[src/rtl/word_serializer.sv]
`timescale 1ns/1ps
`default_nettype none
// ============================================================================
//  Module      : word_serializer
//  Description : Parallel-to-serial front end. Accepts WIDTH-bit words over a
//                valid/ready handshake and emits them one bit per cycle, LSB
//                first, onto the serial input of a free-running downstream
//                shift register. frame_done marks the one cycle in which that
//                downstream register holds the complete word.
//  Revision    : 1.0 - initial release
// ----------------------------------------------------------------------------
//  Ports
//    clk          in   1            rising-edge clock
//    rst_n        in   1            synchronous active-low reset
//    in_valid     in   1            upstream word available
//    in_ready     out  1            word can be accepted this cycle
//    in_data      in   WIDTH        word to serialize (sampled on accept)
//    serial_out   out  1            registered serial bit
//    bit_valid    out  1            serial_out carries a frame bit
//    frame_done   out  1            one-cycle pulse after the last bit
//    frame_count  out  COUNT_WIDTH  completed frames, wrapping
// ============================================================================
module word_serializer #(
    parameter int   WIDTH       = 4,
    parameter logic IDLE_BIT    = 1'b0,
    parameter int   COUNT_WIDTH = 16
) (
    input  logic                   clk,
    input  logic                   rst_n,
    input  logic                   in_valid,
    output logic                   in_ready,
    input  logic [WIDTH-1:0]       in_data,
    output logic                   serial_out,
    output logic                   bit_valid,
    output logic                   frame_done,
    output logic [COUNT_WIDTH-1:0] frame_count
);

    localparam int               CNT_W  = $clog2(WIDTH);
    localparam logic [CNT_W-1:0] c_LAST = CNT_W'(WIDTH - 1);

    typedef enum logic [0:0] {
        S_IDLE  = 1'b0,
        S_SHIFT = 1'b1
    } state_t;

    state_t                 r_state,     w_state_nxt;
    logic [WIDTH-1:0]       r_shift,     w_shift_nxt;
    logic [CNT_W-1:0]       r_cnt,       w_cnt_nxt;
    logic                   r_serial,    w_serial_nxt;
    logic                   r_bit_valid, w_bit_valid_nxt;
    logic                   r_done,      w_done_nxt;
    logic [COUNT_WIDTH-1:0] r_count;
    logic                   w_last;
    logic                   w_accept;

    // The last bit of a frame is on serial_out; a new word may be taken now
    // so that consecutive frames run without a gap.
    assign w_last   = (r_state == S_SHIFT) && (r_cnt == c_LAST);
    assign in_ready = (r_state == S_IDLE) || w_last;
    assign w_accept = in_valid && in_ready;

    // r_shift holds only the bits not yet presented; bit 0 of a new word goes
    // straight into the serial output register on accept.
    always_comb begin
        w_state_nxt     = r_state;
        w_shift_nxt     = r_shift;
        w_cnt_nxt       = r_cnt;
        w_serial_nxt    = r_serial;
        w_bit_valid_nxt = r_bit_valid;
        w_done_nxt      = w_last;

        case (r_state)
            S_IDLE: begin
                if (w_accept) begin
                    w_state_nxt     = S_SHIFT;
                    w_serial_nxt    = in_data[0];
                    w_shift_nxt     = in_data >> 1;
                    w_cnt_nxt       = '0;
                    w_bit_valid_nxt = 1'b1;
                end else begin
                    w_serial_nxt    = IDLE_BIT;
                    w_bit_valid_nxt = 1'b0;
                end
            end
            S_SHIFT: begin
                if (w_last) begin
                    if (w_accept) begin
                        w_state_nxt     = S_SHIFT;
                        w_serial_nxt    = in_data[0];
                        w_shift_nxt     = in_data >> 1;
                        w_cnt_nxt       = '0;
                        w_bit_valid_nxt = 1'b1;
                    end else begin
                        w_state_nxt     = S_IDLE;
                        w_serial_nxt    = IDLE_BIT;
                        w_bit_valid_nxt = 1'b0;
                    end
                end else begin
                    w_serial_nxt = r_shift[0];
                    w_shift_nxt  = r_shift >> 1;
                    w_cnt_nxt    = r_cnt + CNT_W'(1);
                end
            end
            default: begin
                w_state_nxt     = S_IDLE;
                w_serial_nxt    = IDLE_BIT;
                w_bit_valid_nxt = 1'b0;
            end
        endcase
    end

    always_ff @(posedge clk) begin
        if (!rst_n) begin
            r_state     <= S_IDLE;
            r_shift     <= '0;
            r_cnt       <= '0;
            r_serial    <= IDLE_BIT;
            r_bit_valid <= 1'b0;
            r_done      <= 1'b0;
            r_count     <= '0;
        end else begin
            r_state     <= w_state_nxt;
            r_shift     <= w_shift_nxt;
            r_cnt       <= w_cnt_nxt;
            r_serial    <= w_serial_nxt;
            r_bit_valid <= w_bit_valid_nxt;
            r_done      <= w_done_nxt;
            // Counter steps on the same edge that raises frame_done.
            if (w_done_nxt) begin
                r_count <= r_count + COUNT_WIDTH'(1);
            end
        end
    end

    assign serial_out  = r_serial;
    assign bit_valid   = r_bit_valid;
    assign frame_done  = r_done;
    assign frame_count = r_count;

endmodule
`default_nettype wire

[config.mk]
export PLATFORM = sky130hd
export DESIGN_NAME = word_serializer
export DESIGN_NICKNAME = d
export VERILOG_FILES = /design/src/rtl/word_serializer.sv
export SDC_FILE = /design/constraint.sdc
export NUM_CORES = 1
export LEC_CHECK = 0
export ABC_AREA = 1
export CAP_MARGIN = 20
export CORE_ASPECT_RATIO = 1.75
export CORE_MARGIN = 1
export CORE_UTILIZATION = 35
export DETAILED_ROUTE_END_ITERATION = 10
export GPL_TIMING_DRIVEN = 0
export SYNTH_ARGS = -nofsm -noshare
export SYNTH_HDL_FRONTEND = slang
export SYNTH_SLANG_ARGS = --single-unit
[constraint.sdc]
create_clock -name clk -period 1.3 [get_ports clk]
set_input_delay 0.26 -clock clk [delete_from_list [all_inputs] [get_ports clk]]
set_output_delay 0.26 -clock clk [all_outputs]
set_load 0.01 [all_outputs]
# After elaboration in Yosys (flattened, before gate mapping)
# Index checks and enable logic that the tools add are counted.
# word_totals
reg_bits,26
input_bits,7
out_inout_bits,20
wordCells,29
# classes
addsub,2
n_eq_ne,2
mux,14
bitwise,1
reduce_logical,3
# ops
cell,count
$add 16x1->16 const B,1
$mux 4,2
$pmux 4 s2,1
$pmux 1 s2,3
$mux 1,5
$mux 2,2
$pmux 2 s2,1
$add 2x1->2 const B,1
$eq 2x2->1 const B,1
$logic_and 1x1->1,2
$ne 2x1->1 const B,1
$logic_or 1x1->1,1
$not 1->1,1

# Logic depth before layout (Yosys ltp)
# Gate-level depths: netlist of run 1.
# logic_depth
ltp_word,7
depth_mapped,9
depth_no_buf,9

# Worst setup path after synthesis of run 1
# No wires, ideal clock.
# synth_path
path_type,register -> register
startpoint,"reg r_count[1], in the netlist frame_count[1]"
endpoint,"reg r_count[12], in the netlist frame_count[12]"
setup_time_ns,0.114
arrival_ns,1.169
required_time_ns,1.186
path_slack_ns,0.017
stages_incl_launch_ff,7
path_buffers,0
synth_period_minus_slack_ns,1.283
cell_sequence,dfxtp_1 -> ha_1 -> nand2_1 -> nor2_1 -> nand4_1 -> o21bai_1 -> nor2_1
# synth_via
elab_chain_len,1
# synth_rtl
element,line_no,source
from (decl),53,logic [COUNT_WIDTH-1:0] r_count;
from (signal assigned),131,r_count <= r_count + COUNT_WIDTH'(1);
$add 16x1->16,131,
# No other way between the ends.
# A chain may end at the register's enable or synchronous reset.

# Final worst setup path of run 1
# layout_path
startpoint,reg r_cnt[1]
endpoint,out in_ready
# layout_via
elab_chain_len,3
# layout_rtl
element,line_no,source
from (decl),49,"logic [CNT_W-1:0] r_cnt, w_cnt_nxt;"
from (signal assigned),125,r_cnt <= w_cnt_nxt;
$eq 2x2->1,59,assign w_last = (r_state == S_SHIFT) && (r_cnt == c_LAST);
$logic_and 1x1->1,59,
$logic_or 1x1->1,60,assign in_ready = (r_state == S_IDLE) || w_last;
to (decl),31,"output logic in_ready,"
# No other way between the ends.

==> implementation parameters, run 1 <==
Parameter                              Value

Synthesis
  Synthesized netlist net count ... 177
  Average cell area after synthesis ... 7.01 µm²
  Sequential area share after synthesis ... 0.442
  Gate Count Post-Synth ... 168
  Cell Area, Synth ... 1180 µm²
  Number of distinct library cells after synthesis ... 23
  Synthesized flop and latch total ... 26
  Yosys warnings ... 0

Run
  MaxCap Viol Count ... 0

Power
  Power density over cell area ... 854 nW/µm²
  Combinational fraction of design power ... 0.086
  Worst-case vdd ir drop ... 569 µV
  Pleak ... 0.714 nW
  Internal power ... 0.00108 W
  Switching share of power ... 0.227
  Sequential share of power ... 0.590
  Switch Pwr ... 0.000318 W
  Share of power burned in the clock network ... 0.325

Place
  Final estimated routing congestion in global placement ... 0.785
  DP Area ... 1480 µm²
  Estimated wirelength of the detail-placed design ... 1990 µm
  IO Port Bufs ... 25

Die
  Height of the chip ... 78.7 µm
  Total die area ... 3610 µm²
  Horizontal extent of the die ... 45.8 µm
  Core area ... 3180 µm²
  Initial cell density of the core ... 0.371
  Num rows ... 27
  Count of boundary I/O pins ... 27

Clocking
  Number of H-tree levels ... 1
  Library cell used as clock root buffer ... sky130_fd_sc_hd__clkbuf_8
  TritonCTS clock tree ... yes
  Clock Latency Late Sink ... 270 ps
  Num Clock Sinks ... 26
  Number of CTS-inserted buffers ... 3
  Buffers from clock root to sink, at most ... 2
  Clk slew on worst S/H paths ... 90 ps
  Number of buffers inserted by hold repair at cts ... 0

Finish
  Share of cells above drive strength 1 ... 0.239
  Total area of sequential cells ... 537 µm²
  Net total in the final layout ... 216
  Area occupied by multi-input gates ... 607 µm²
  Antenna Diode Count ... 0
  Utilization after layout ... 0.515
  Filler cells ... 342
  Design Area, Final ... 1640 µm²
  Area overhead of the layout relative to synthesis ... 39.0%

GRT
  Number of global-route vias before repair ... 1,054
  Maximum number of pins on one net before global-route repair ... 14
  Total routing resource utilization after global routing ... 0.166
  GRT overflow ... 0
  Number of antenna violations at the first check in global routing ... 0
  First-pass GRT wire length ... 4410 µm

Worst hold path
  Classification of the worst-slack hold path ... in -> reg
  Beginning of the worst hold path ... rst_n
  Endpoint of the worst hold path ... frame_count[5]$_SDFFE_PN0P_
  Cell depth of the worst min-delay path ... 3

Worst setup path
  Number of cell instances on the worst register-to-register path ... 6
  Startpoint of the most critical register-to-register path ... r_cnt[1]$_SDFF_PN0_
  Worst setup EP type ... output port
  Series of cell instances along the critical path ... ha_4, inv_2, nand2_4, buf_6
  Required time worst endpoint ... 1040 ps
  Maximum fanout along the worst path ... 6
  Worst r2r dst ... frame_count[10]$_SDFFE_PN0P_
  Data arrival at the endpoint of the critical path ... 1050 ps
  Slowest cell on the critical path ... sky130_fd_sc_hd__dfxtp_2
  Category of the worst setup path launch point ... flop
  Slowest Stage Delay on Critical Path ... 350 ps
  Type of the worst setup path ... reg -> out
  Setup slack of the worst register-to-register path ... 10 ps

Detailed routing
  Vias ... 1,160
  Aggregate routed wire length ... 2730 µm
  Drt wl/cell ... 11.0 µm
  DRC ... 0
  Number of search-and-repair iterations in the first detailed-routing pass ... 4
  Post-detailed-route via-to-cell ratio ... 4.68
  Number of DRC markers after the initial detailed-route iteration ... 15
  Antenna-violating nets left ... 0

STA
  Tcrit/Tclk final ... 1.01
  Unrepaired setup endpoints after global routing ... true
  Fin worst setup slack ... -10.5 ps
  Final slew viol count ... 0
  Slew headroom ... 0.722
  Timing-limited maximum frequency ... 763 MHz
  Clock tree skew after final layout ... 2.18 ps
  Final-report hold violation count ... 0
  Setup violation total in the final timing report ... 1
  Fin crit period ... 1310 ps
  Actual transition at the worst max-transition pin ... 416 ps

Run status
  Violated checks ... negative setup slack
  Result of the run ... finished, violations left
==> worst max-delay path: cells and delay by family, from the launching register on <==
kind,cells,cell delay (ps)
adder cells (fa/ha/maj),1,170
buffers and inverters,2,190
flip-flops,1,350
AND/OR/NAND/NOR,1,70
==> worst max-delay path by stage <==
stage / cells after the start / to / startpoint
after global placement: 4 / in_ready / r_cnt[0]$_SDFF_PN0_
after global routing: 6 / frame_count[12]$_SDFFE_PN0P_ / r_cnt[1]$_SDFF_PN0_
after detailed placement: 4 / in_ready / r_cnt[0]$_SDFF_PN0_
after CTS: 4 / in_ready / r_cnt[0]$_SDFF_PN0_
after floorplan: 6 / frame_count[12]$_SDFFE_PN0P_ / frame_count[1]$_SDFFE_PN0P_
final: 4 / in_ready / r_cnt[1]$_SDFF_PN0_
==> cell usage in the layout, fill, tap and decap left out, types with 5 or more instances in the layout <==
| cell | n |
|---|---|
| sky130_fd_sc_hd__nand3_1 | 10 |
| sky130_fd_sc_hd__dlygate4sd2_1 | 19 |
| sky130_fd_sc_hd__dfxtp_1 | 13 |
| sky130_fd_sc_hd__nor2_1 | 20 |
| sky130_fd_sc_hd__o21ai_0 | 5 |
| sky130_fd_sc_hd__nand2_1 | 36 |
| sky130_fd_sc_hd__clkdlybuf4s50_1 | 5 |
| sky130_fd_sc_hd__dfxtp_2 | 13 |
| sky130_fd_sc_hd__nor2_2 | 6 |
| sky130_fd_sc_hd__a21oi_1 | 13 |
| sky130_fd_sc_hd__inv_2 | 5 |
| sky130_fd_sc_hd__inv_1 | 19 |
| sky130_fd_sc_hd__buf_4 | 9 |
==> what timing repair did <==
| action | 4_1_cts | 5_1_grt |
|---|---|---|
| pin swaps | 2 | 2 |
| gates resized for setup | 43 | 8 |
| endpoints found under the setup margin | 33 | 16 |
| cloned | 0 | 0 |
| setup buffers | 0 | 9 |
| hold endpoints to repair | 0 | 0 |
==> cell usage after synthesis (all sizes together) <==
cell type  instances  area [µm²]
nand3             12        60.1
a21oi             13        65.1
xor2               1        8.76
inv               24        90.1
nand4              3        18.8
buf                1        5.00
o21ai              7        35.0
clkinv             1        3.75
nand2             40         158
o211ai             1        7.51
ha                 2        25.0
nor2              29         126
o21a               1        7.51
o21bai             2        15.0
o221ai             2        17.5
dfxtp             26         521
clkbuf             1        3.75
nor3               2        10.0
==> area by class of cell <==
class | count | area share
Clock buffer | 3 | 0.0252
Tap cell | 43 | 0.0329
Multi-Input combinational cell | 115 | 0.371
Inverter | 25 | 0.0573
Sequential cell | 26 | 0.328
Buffer | 2 | 0.00535
Timing Repair Buffer | 34 | 0.180
==> metal layers <==
layer / share of wire / global-route usage / up-vias
li1: - / - / 609
met5: 0 / 0 / -
met4: 0.015 / 0.0824 / 0
met2: 0.55 / 0.299 / 24
met3: 0.034 / 0.0318 / 4
met1: 0.40 / 0.170 / 523
==> sequential cells by signal, indices dropped and copies added (netlist names) <==
| register | count |
|---|---|
| frame_count | 16 |
| r_shift | 4 |
| r_cnt | 2 |
| bit_valid | 1 |
| frame_done | 1 |
| r_state | 1 |
| serial_out | 1 |
==> logic make-up (layout without fill, tap and decap cells) <==
logic type               after synthesis  count (layout)  share of synthesized area
buffers and inverters                 27              64                     0.0871
flip-flops                            26              26                      0.442
AND/OR/NAND/NOR                       86              86                      0.317
AO/OA/AOI/OAI                         26              26                      0.125
XOR/XNOR                               1               1                    0.00744
adder cells (fa/ha/maj)                2               2                     0.0213
==> power groups by stage <==
| stage | clock network [W] | registers (W) | logic, W |
|---|---|---|---|
| finish | 0.000454 | 0.000824 | 0.000120 |
| global route | 0.000499 | 0.000827 | 0.000135 |
| CTS | 0.000469 | 0.000824 | 0.000102 |
| detailed placement | 0 | 0.000839 | 0.000101 |
| global placement | 0 | 0.000839 | 0.0000999 |
| floorplan | 0 | 0.000840 | 0.0000563 |
==> per-stage QoR <==
stage               setup TNS [ps]  hold WS (ps)  setup WS [ps]  cells  total power, W
floorplan                        0           403           16.9    168        0.000896
global placement              -608           438           -250    236        0.000939
detailed placement            -790           445           -246    236        0.000941
CTS                          -15.4           362          -15.4    239         0.00140
global route                  -533           405          -94.1    248         0.00146
finish                       -10.5           382          -10.5    248         0.00140
Note: power is estimated with default switching activity, not from simulation.
==> inputs of run 2 (changes only) <==
Settings changed: DONT_BUFFER_PORTS set to 1.
==> run 2 against run 1 <==
Compared with the run above:
- the run now ends clean
- global-route usage decreased by 1.4 points
- clock-buffer cell count unchanged
- largest power group unchanged
- cell area down 13%
- hold slack got worse by 250 ps
- final cell count decreased by 11%
- worst setup slack better by 26 ps
- register-to-register slack about the same
- utilization is 6.9 points lower
- sequential power hardly changed
- highest routed layer unchanged
- critical path type is now reg -> reg
- via count fell by 6.7%
- first-iteration DRC count up 13%
- clock skew is 0.80 ps lower
==> implementation parameters, run 2 (synthesis gave the netlist of run 1 again) <==
Parameter                              Value

GRT
  Most crowded layer after global routing ... met2 (unchanged)
  Met3 routing resource usage after global routing ... 0.0273 (was 0.0318)
  Met2 GRT Util ... 0.261 (was 0.299)
  Number of global-route vias before repair ... 1,008 (was 1,054)
  GRT overflow ... 0 (unchanged)
  First-pass GRT wire length ... 4110 µm (was 4410 µm)
  Number of antenna violations at the first check in global routing ... 0 (unchanged)
  Total routing resource utilization after global routing ... 0.153 (was 0.166)
  Routing usage on met1 ... 0.169 (was 0.170)
  Maximum number of pins on one net before global-route repair ... 14 (unchanged)

STA
  Setup violation total in the final timing report ... 0 (was 1)
  Fin crit period ... 1280 ps (was 1310 ps)
  Timing-limited maximum frequency ... 778 MHz (was 763 MHz)
  Slew headroom ... 0.736 (was 0.722)
  Hold slack final ... 134 ps (was 382 ps)
  Unrepaired setup endpoints after global routing ... true (unchanged)
  Final-report hold violation count ... 0 (unchanged)
  Final slew viol count ... 0 (unchanged)
  Fin worst setup slack ... 15.2 ps (was -10.5 ps)
  Tcrit/Tclk final ... 0.988 (was 1.01)
  Setup TNS ... 0 ps (was -10.5 ps)
  Clock tree skew after final layout ... 1.38 ps (was 2.18 ps)
  Actual transition at the worst max-transition pin ... 396 ps (was 416 ps)

Place
  Estimated wirelength of the detail-placed design ... 1870 µm (was 1990 µm)
  Worst slack after detailed placement ... -175 ps (was -246 ps)
  IO Port Bufs ... 0 (was 25)
  Final estimated routing congestion in global placement ... 0.751 (was 0.785)

Finish
  Share of cells above drive strength 1 ... 0.254 (was 0.239)
  Commonest cells after routing, fill and taps aside ... sky130_fd_sc_hd__nand2_1 (35), sky130_fd_sc_hd__nor2_1 (21), sky130_fd_sc_hd__inv_1 (19), sky130_fd_sc_hd__dfxtp_1 (15), sky130_fd_sc_hd__a21oi_1 (13) (was sky130_fd_sc_hd__nand2_1 (36), sky130_fd_sc_hd__nor2_1 (20), sky130_fd_sc_hd__inv_1 (19), sky130_fd_sc_hd__dlygate4sd2_1 (19))
  Most frequent standard cell in the layout excluding fill and tap cells ... sky130_fd_sc_hd__nand2_1 (unchanged)
  Net total in the final layout ... 188 (was 216)
  Antenna Diode Count ... 0 (unchanged)
  Area overhead of the layout relative to synthesis ... 20.3% (was 39.0%)
  Max FFs per register ... 16 (unchanged)
  Utilization after layout ... 0.446 (was 0.515)
  Filler cells ... 348 (was 342)

Clocking
  Buffers from clock root to sink, at most ... 2 (unchanged)
  Num Clock Sinks ... 26 (unchanged)
  Library cell used as clock root buffer ... sky130_fd_sc_hd__clkbuf_8 (unchanged)
  Number of H-tree levels ... 1 (unchanged)
  Number of CTS-inserted buffers ... 3 (unchanged)
  TritonCTS clock tree ... yes (unchanged)
  Clock Latency Late Sink ... 270 ps (about the same)
  Clk slew on worst S/H paths ... 80 ps (was 90 ps)
  Number of buffers inserted by hold repair at cts ... 0 (unchanged)

Detailed routing
  Vias ... 1,082 (was 1,160)
  Number of search-and-repair iterations in the first detailed-routing pass ... 4 (unchanged)
  Antenna-violating nets left ... 0 (unchanged)
  Drt wl/cell ... 11.8 µm (was 11.0 µm)
  Post-detailed-route via-to-cell ratio ... 4.92 (was 4.68)
  Aggregate routed wire length ... 2590 µm (was 2730 µm)
  DRC ... 0 (unchanged)
  Number of DRC markers after the initial detailed-route iteration ... 17 (was 15)

Worst setup path
  Buffering stage count on the worst path with inverters included ... 0 (was 2)
  Required time worst endpoint ... 1470 ps (was 1040 ps)
  Maximum fanout along the worst path ... 4 (was 6)
  Data arrival at the endpoint of the critical path ... 1450 ps (was 1050 ps)
  Series of cell instances along the critical path ... ha_4, nand4_1, nor2_2, nand3_1, nand2_1, nor2_1 (was ha_4, inv_2, nand2_4, buf_6)
  Type of the worst setup path ... reg -> reg (was reg -> out)
  Category of the worst setup path launch point ... flop (unchanged)
  CP delay by family, top ... simple AND/OR/NAND/NOR gates (was flip-flops)
  Worst setup EP type ... flop (was output port)
  Slowest Stage Delay on Critical Path ... 360 ps (was 350 ps)
  Slowest cell on the critical path ... sky130_fd_sc_hd__dfxtp_2 (unchanged)

Die
  Count of boundary I/O pins ... 27 (unchanged)
  Horizontal extent of the die ... 45.8 µm (unchanged)
  Initial cell density of the core ... 0.371 (unchanged)
  Core area ... 3180 µm² (unchanged)
  Height of the chip ... 78.7 µm (unchanged)
  Total die area ... 3610 µm² (unchanged)
  Num rows ... 27 (unchanged)

Power
  Switch Pwr ... 0.000308 W (was 0.000318 W)
  Internal power ... 0.00104 W (was 0.00108 W)
  Share of power burned in the clock network ... 0.333 (was 0.325)
  Power density over cell area ... 953 nW/µm² (was 854 nW/µm²)
  Combinational fraction of design power ... 0.058 (was 0.086)
  Worst-case vdd ir drop ... 707 µV (was 569 µV)
  Switching share of power ... 0.228 (was 0.227)
  Pleak ... 0.522 nW (was 0.714 nW)
  Sequential share of power ... 0.609 (was 0.590)

Run
  MaxCap Viol Count ... 0 (unchanged)

Worst hold path
  Classification of the worst-slack hold path ... in -> reg (unchanged)

Run status
  Result of the run ... finished clean (was finished, violations left)
==> run 2: changes by cell type in the layout (fill, tap and decap cells not counted), sizes merged <==
cell and delta:
dlygate4sd2 -19, clkdlybuf4s50 -5, buf -4
==> run 2: layer usage <==
metal,vias up,part of all wire
met1,498,0.39
met4,0,0.027
met5,-,0
li1,552,-
met3,7,0.050
met2,25,0.53
==> run 2: final timing paths <==
check / startpoint / to / slack, ps / cells after the start
hold reg to reg: r_shift[3]$_SDFF_PN0_ / r_shift[3]$_SDFF_PN0_ / 460 / 2
hold / removal: in_data[0] / serial_out$_SDFF_PN0_ / 130 / 2
setup reg to reg: r_cnt[1]$_SDFF_PN0_ / frame_count[13]$_SDFFE_PN0P_ / 20 / 6
setup / recovery: r_cnt[1]$_SDFF_PN0_ / frame_count[13]$_SDFFE_PN0P_ / 20 / 6
==> run 2: stage by stage <==
step	instance area (µm²)	total power [W]	std cells
2_1_floorplan	1180	0.000896	168
3_5_place_dp	1230	0.000913	211
6_report	1420	0.00135	220
5_1_grt	1420	0.00141	220
4_1_cts	1330	0.00137	215
3_3_place_gp	1230	0.000911	211
==> run 2: layout make-up <==
cell class / count / area, µm² / area share
inverter: 25 / 93.8 / 0.0663
multi-input combinational: 115 / 632 / 0.446
tap: 43 / 53.8 / 0.0380
sequential: 26 / 542 / 0.383
timing repair buffer: 6 / 45.0 / 0.0318
clock buffer: 3 / 41.3 / 0.0292
buffer: 2 / 8.76 / 0.00618
==> run 2: power by group through the flow <==
stage	combinational (W)	sequential [W]	clock [W]
6_report	0.0000780	0.000822	0.000450
5_1_grt	0.0000887	0.000825	0.000500
4_1_cts	0.0000765	0.000824	0.000468
3_5_place_dp	0.0000705	0.000842	0
3_3_place_gp	0.0000691	0.000842	0
2_1_floorplan	0.0000563	0.000840	0
==> run 2: what timing repair did <==
item,4_1_cts,5_1_grt
gates resized for setup,19,13
endpoints found under the setup margin,17,12
setup buffers,1,5
cloned,0,0
pin swaps,2,2
